`src/rtl/seg_disp_arbiter.sv`:
```
// Purpose : round-robin owner of the shared 6-digit display, with a minimum dwell per grant.
// Latency : one cycle from req/src_data to grant/owner/dis_data; all outputs registered.
// Backpressure: none; losers keep req high and are served at the owner's dwell expiry or drop.
// Ports   : clk, rst_n (async active-low); req[N_SRC] level requests; src_data[24*N_SRC]
//           packed source values; grant (one-hot), owner, busy, switch_p (pulse on every
//           grant change) and dis_data (value feeding seg_display).
module seg_disp_arbiter #(
  parameter  int          N_SRC     = 4,
  parameter  int          DWELL     = 50_000_000,
  parameter  logic [23:0] IDLE_DATA = 24'h000000,
  localparam int          IDX_W     = $clog2(N_SRC)
) (
  input  logic                   clk,
  input  logic                   rst_n,
  input  logic [N_SRC-1:0]       req,
  input  logic [24*N_SRC-1:0]    src_data,
  output logic [N_SRC-1:0]       grant,
  output logic [IDX_W-1:0]       owner,
  output logic                   busy,
  output logic                   switch_p,
  output logic [23:0]            dis_data
);

  localparam int                DW_W    = $clog2(DWELL);
  localparam logic [DW_W-1:0]   DW_LAST = DW_W'(DWELL - 1);

  typedef enum logic {S_IDLE, S_SHOW} state_t;

  state_t             state_q, state_d;
  logic [N_SRC-1:0]   grant_q, grant_d;
  logic [IDX_W-1:0]   owner_q, owner_d;
  logic [IDX_W-1:0]   rr_q, rr_d;
  logic [DW_W-1:0]    dwell_q, dwell_d;
  logic               busy_q, busy_d;
  logic               switch_q, switch_d;
  logic [23:0]        dis_q, dis_d;

  logic [IDX_W:0]     pick_any;   // {found, index}, scan includes rr_q itself last
  logic [IDX_W:0]     pick_oth;   // {found, index}, scan excludes rr_q
  logic               take;
  logic               go_idle;
  logic [IDX_W-1:0]   new_k;

  // First asserted request scanning from+1, from+2, ... modulo N_SRC. The modulo keeps
  // non-existent indices out of reach when N_SRC is not a power of two.
  function automatic logic [IDX_W:0] rr_pick(input logic [N_SRC-1:0] r,
                                             input logic [IDX_W-1:0] from,
                                             input logic             incl_self);
    logic             found;
    logic [IDX_W-1:0] idx;
    int               cand;
    logic [IDX_W-1:0] ci;
    found = 1'b0;
    idx   = '0;
    for (int i = 1; i <= N_SRC; i++) begin
      cand = (int'(from) + i) % N_SRC;
      ci   = cand[IDX_W-1:0];
      if (!found && r[ci] && (incl_self || i < N_SRC)) begin
        found = 1'b1;
        idx   = ci;
      end
    end
    return {found, idx};
  endfunction

  always_comb begin
    state_d  = state_q;
    grant_d  = grant_q;
    owner_d  = owner_q;
    rr_d     = rr_q;
    dwell_d  = dwell_q;
    busy_d   = busy_q;
    switch_d = 1'b0;
    dis_d    = dis_q;
    take     = 1'b0;
    go_idle  = 1'b0;
    new_k    = owner_q;
    pick_any = rr_pick(req, rr_q, 1'b1);
    // While showing, rr_q equals the owner, so this is "anyone but the owner".
    pick_oth = rr_pick(req, rr_q, 1'b0);

    case (state_q)
      S_IDLE: begin
        dis_d = IDLE_DATA;
        if (pick_any[IDX_W]) begin
          take  = 1'b1;
          new_k = pick_any[IDX_W-1:0];
        end
      end
      S_SHOW: begin
        dis_d = src_data[24*int'(owner_q) +: 24];
        if (!req[owner_q]) begin
          // Owner gave up early: hand over without waiting for the dwell.
          if (pick_oth[IDX_W]) begin
            take  = 1'b1;
            new_k = pick_oth[IDX_W-1:0];
          end else begin
            go_idle = 1'b1;
          end
        end else if (dwell_q == DW_LAST) begin
          if (pick_oth[IDX_W]) begin
            take  = 1'b1;
            new_k = pick_oth[IDX_W-1:0];
          end else begin
            // Sole requester keeps the display silently.
            dwell_d = '0;
          end
        end else begin
          dwell_d = dwell_q + DW_W'(1);
        end
      end
      default: state_d = S_IDLE;
    endcase

    // New owner's data loads on the same edge as its grant, never a mix of old and new.
    if (take) begin
      state_d        = S_SHOW;
      owner_d        = new_k;
      grant_d        = '0;
      grant_d[new_k] = 1'b1;
      busy_d         = 1'b1;
      switch_d       = 1'b1;
      dis_d          = src_data[24*int'(new_k) +: 24];
      dwell_d        = '0;
      rr_d           = new_k;
    end
    if (go_idle) begin
      state_d  = S_IDLE;
      owner_d  = '0;
      grant_d  = '0;
      busy_d   = 1'b0;
      switch_d = 1'b1;
      dis_d    = IDLE_DATA;
      dwell_d  = '0;
    end
  end

  always_ff @(posedge clk or negedge rst_n) begin
    if (!rst_n) begin
      state_q  <= S_IDLE;
      grant_q  <= '0;
      owner_q  <= '0;
      rr_q     <= IDX_W'(N_SRC - 1);  // first grant scans from source 0
      dwell_q  <= '0;
      busy_q   <= 1'b0;
      switch_q <= 1'b0;
      dis_q    <= IDLE_DATA;
    end else begin
      state_q  <= state_d;
      grant_q  <= grant_d;
      owner_q  <= owner_d;
      rr_q     <= rr_d;
      dwell_q  <= dwell_d;
      busy_q   <= busy_d;
      switch_q <= switch_d;
      dis_q    <= dis_d;
    end
  end

  assign grant    = grant_q;
  assign owner    = owner_q;
  assign busy     = busy_q;
  assign switch_p = switch_q;
  assign dis_data = dis_q;

endmodule

```
`config.mk`:
```
export PLATFORM = sky130hd
export DESIGN_NAME = seg_disp_arbiter
export DESIGN_NICKNAME = d
export VERILOG_FILES = /design/src/rtl/seg_disp_arbiter.sv
export SDC_FILE = /design/constraint.sdc
export NUM_CORES = 1
export LEC_CHECK = 0
export CORE_MARGIN = 1
export CORE_UTILIZATION = 63
export DETAILED_ROUTE_END_ITERATION = 10
export DONT_BUFFER_PORTS = 1
export PLACE_DENSITY = 0.82
export SYNTH_ARGS = -nofsm -noshare
export SYNTH_HDL_FRONTEND = slang
export SYNTH_SLANG_ARGS = --single-unit
```
`constraint.sdc`:
```
create_clock -name clk -period 6.57 [get_ports clk]
set_input_delay 0.657 -clock clk [delete_from_list [all_inputs] [get_ports clk]]
set_output_delay 0.657 -clock clk [all_outputs]
set_load 0.01 [all_outputs]
```
==> impl_metrics.tcl <==
set metrics [dict create \
    status "finished, final reports clean" \
    rsz0062_at_grt "false" \
    synth_top_cell_by_area "dfrtp_1" \
    placed_cells 448 \
    postCtsSetupBuffers 0 \
    clock-root-buffer "clkbuf_8" \
    start_util 0.649 \
    synthMuxAreaShare 0.266 \
    htreeDepth 3 \
    grt_use_total 0.296 \
    arrival_ns 3.61 \
    layout_commonest_cell "dfrtp_1" \
    synth_fa_ha_area_frac 0.00789 \
    drt-pass1-iter-count 6 \
    tightest_slew_ns 1.04 \
    grtUsageMet3 0.0934 \
    vdd_drop_max_uv 341 \
    place_worst_setup_slack_ns 3.12 \
    place.gp.congestion 0.821 \
    yosysWarnings 0 \
    drc 0 \
    clk_pin_slew_ns 0.07 \
    grt_util_met2 0.496 \
    ctsResizeCount 0 \
    fp.dieW_um 82.9 \
    hpwl_um 6880 \
    drtIter0Drc 170 \
    syn_inst 392 \
    grt.met1_usage 0.352 \
    layout.nets 490 \
    portBuffers 0 \
    cp.required_ns 6.72 \
    wl_um 10100 \
    area_growth_pct 5.40 \
    clockBufferDepth 2 \
    layout-drive-gt1-share 0.148 \
    hp-class "primary input to async pin" \
    wl_per_cell_um 21.5 \
    cap_violations 0 \
    ys_top_cells_by_area "dfrtp_1 35%, mux4_2 14%, mux2i_1 13%, o221ai_1 5.1%, nand2_1 4.0%" \
    place_area_um2 4090 \
    grt_pass1_wl_um 16100 \
    yosys.area_share.simple 0.156 \
    design_area_um2 4350 \
    ys_ff_latch 60 \
    async_reset_ff_frac 1.00 \
    synth_fp_nets 495 \
    synthXorXnorAreaFrac 0.0255 \
    synth_seq_area_share 0.365 \
    cp-start-kind "flop" \
    finalSetupViolations 0 \
    num_vias 3268 \
    post-route-period-util 0.526 \
    num_rows 29 \
    top_usage_layer "met2" \
    core-area_um2 6350 \
    insertedDiodeCount 0 \
    nFillCells 490 \
    final_cells 469 \
    synth_cell_types 51 \
    io_pins 134 \
    grt_pass1_vias 3350 \
    dieArea_um2 6870 \
    final_cell_mix "57 x dfrtp_1, 52 x mux2i_1, 44 x nand2_1, 28 x nor2_1, 25 x mux4_2" \
    post_drt_via_cell_ratio 6.97 \
    overflow 0 \
    synth_top_family_by_area "multiplexers" \
    syn_area_um2 4120 \
    period_minus_slack_ns 3.45 \
    synth_edf_count 0 \
    hold_viol 0 \
    synth_top_area_share 0.352 \
    setup-tns-final_ns 0 \
    cts_hold_buf 1 \
    max_freq_mhz 289 \
    cts_num_sinks 60 \
    slew_violations 0 \
    cts_tree "yes" \
    ant_nets 0 \
    power_density_nw_per_um2 466 \
    finClkSkew_ns 0.00867 \
    slew_headroom 0.304 \
    clkLatencyLatePin_ns 0.33 \
    p_leak_nw 1.82 \
    layout_setup_ws_ns 3.12 \
    grt_max_degree 55 \
    antenna_found_initial 0 \
    critPathCaptureType "flop" \
    synthesis.area_per_instance_um2 10.5 \
    synth-compound-area-share 0.130 \
    numCtsBuffers 9 \
    worst-setup-path-type "flop to flop" \
    die_h_um 82.9 \
    ys.flop_type "dfrtp_1" \
    critical_path.max_fanout 53 \
]
## kinds of logic (layout without fill, tap and decap cells)
family          Yosys count  count (layout)
buf+inv                  34              34
simple gates            131             131
fa+ha+maj                 3               3
xor+xnor                 12              12
compound gates           74              74
mux                      78              78
flops                    60              60
## flip-flops by register name, summed over array words and instances, names as in the netlist
| signal | flops |
|---|---|
| dwell_q | 26 |
| owner | 2 |
| dis_data | 24 |
| busy | 1 |
| switch_p | 1 |
| grant | 4 |
| rr_q | 2 |
## worst paths after layout
kind,start,endpoint,slack [ns],depth (start not counted)
setup / recovery,owner[0],dis_data[10],3.12,7
hold / removal,rst_n,rr_q[1],0.16,0
min in group clk,dwell_q[3],dwell_q[3],0.53,1
hold reg to reg,dwell_q[3],dwell_q[3],0.53,1
max in group asynchronous,rst_n,dis_data[12],5.14,1
setup reg to reg,owner[0],dis_data[10],3.12,7
## metal layers
| metal | vias up | part of all wire |
|---|---|---|
| met1 | 1609 | 0.38 |
| met2 | 147 | 0.50 |
| li1 | 1492 | - |
| met5 | - | 0 |
| met4 | 0 | 0.027 |
| met3 | 20 | 0.089 |
## worst max-delay path, stage by stage, from the launching register on
cell and delay [ns]:
dfrtp_2 0.98, mux4_2 0.41, o311a_1 0.37, nor2_1 0.11
nor3_2 0.17, buf_4 0.67, mux2i_1 0.33, o221ai_1 0.19
## where the power goes
part	internal (mW)	switching, mW	total (mW)
logic	0.474	0.547	1.02
registers	0.495	0.171	0.665
clock network	0.195	0.146	0.341
total	1.16	0.863	2.03
## stage by stage
step	hold WS (ns)	utilization	power [mW]
after floorplan	0.361	-	1.55
after global placement	0.363	0.645	1.64
final	0.158	0.684	2.03
after global routing	0.136	0.684	2.15
after CTS	0.00148	0.678	2.02
after detailed placement	0.363	0.645	1.67
## synth_stat cells, types with 2 or more instances
master / number
and4_1: 2
dfstp_2: 2
nor2b_1: 4
nor2_1: 28
buf_2: 9
xor2_1: 10
nand4_1: 6
nand2b_1: 2
o221ai_1: 24
nor4bb_1: 2
and2_1: 2
xnor2_1: 2
o31ai_1: 8
buf_6: 9
o21ai_0: 20
nor3_1: 3
mux2i_1: 52
a32o_1: 2
dfrtp_1: 58
a22oi_1: 2
a21oi_1: 6
and3_1: 7
maj3_1: 2
or3_1: 5
nor4_1: 2
nand3_1: 16
inv_1: 8
mux4_2: 25
clkbuf_1: 8
nand2_1: 44
nor3_2: 2
## layout make-up
class | count | area, um^2 | area share
Clock buffer | 12 | 155 | 0.0357
Multi-Input combinational cell | 298 | 2420 | 0.558
Sequential cell | 60 | 1510 | 0.346
Clock inverter | 4 | 47.5 | 0.0109
Timing Repair Buffer | 10 | 87.6 | 0.0202
Tap cell | 77 | 96.3 | 0.0222
Inverter | 8 | 30.0 | 0.00691
No activity file was read; power rests on OpenSTA's default activity.
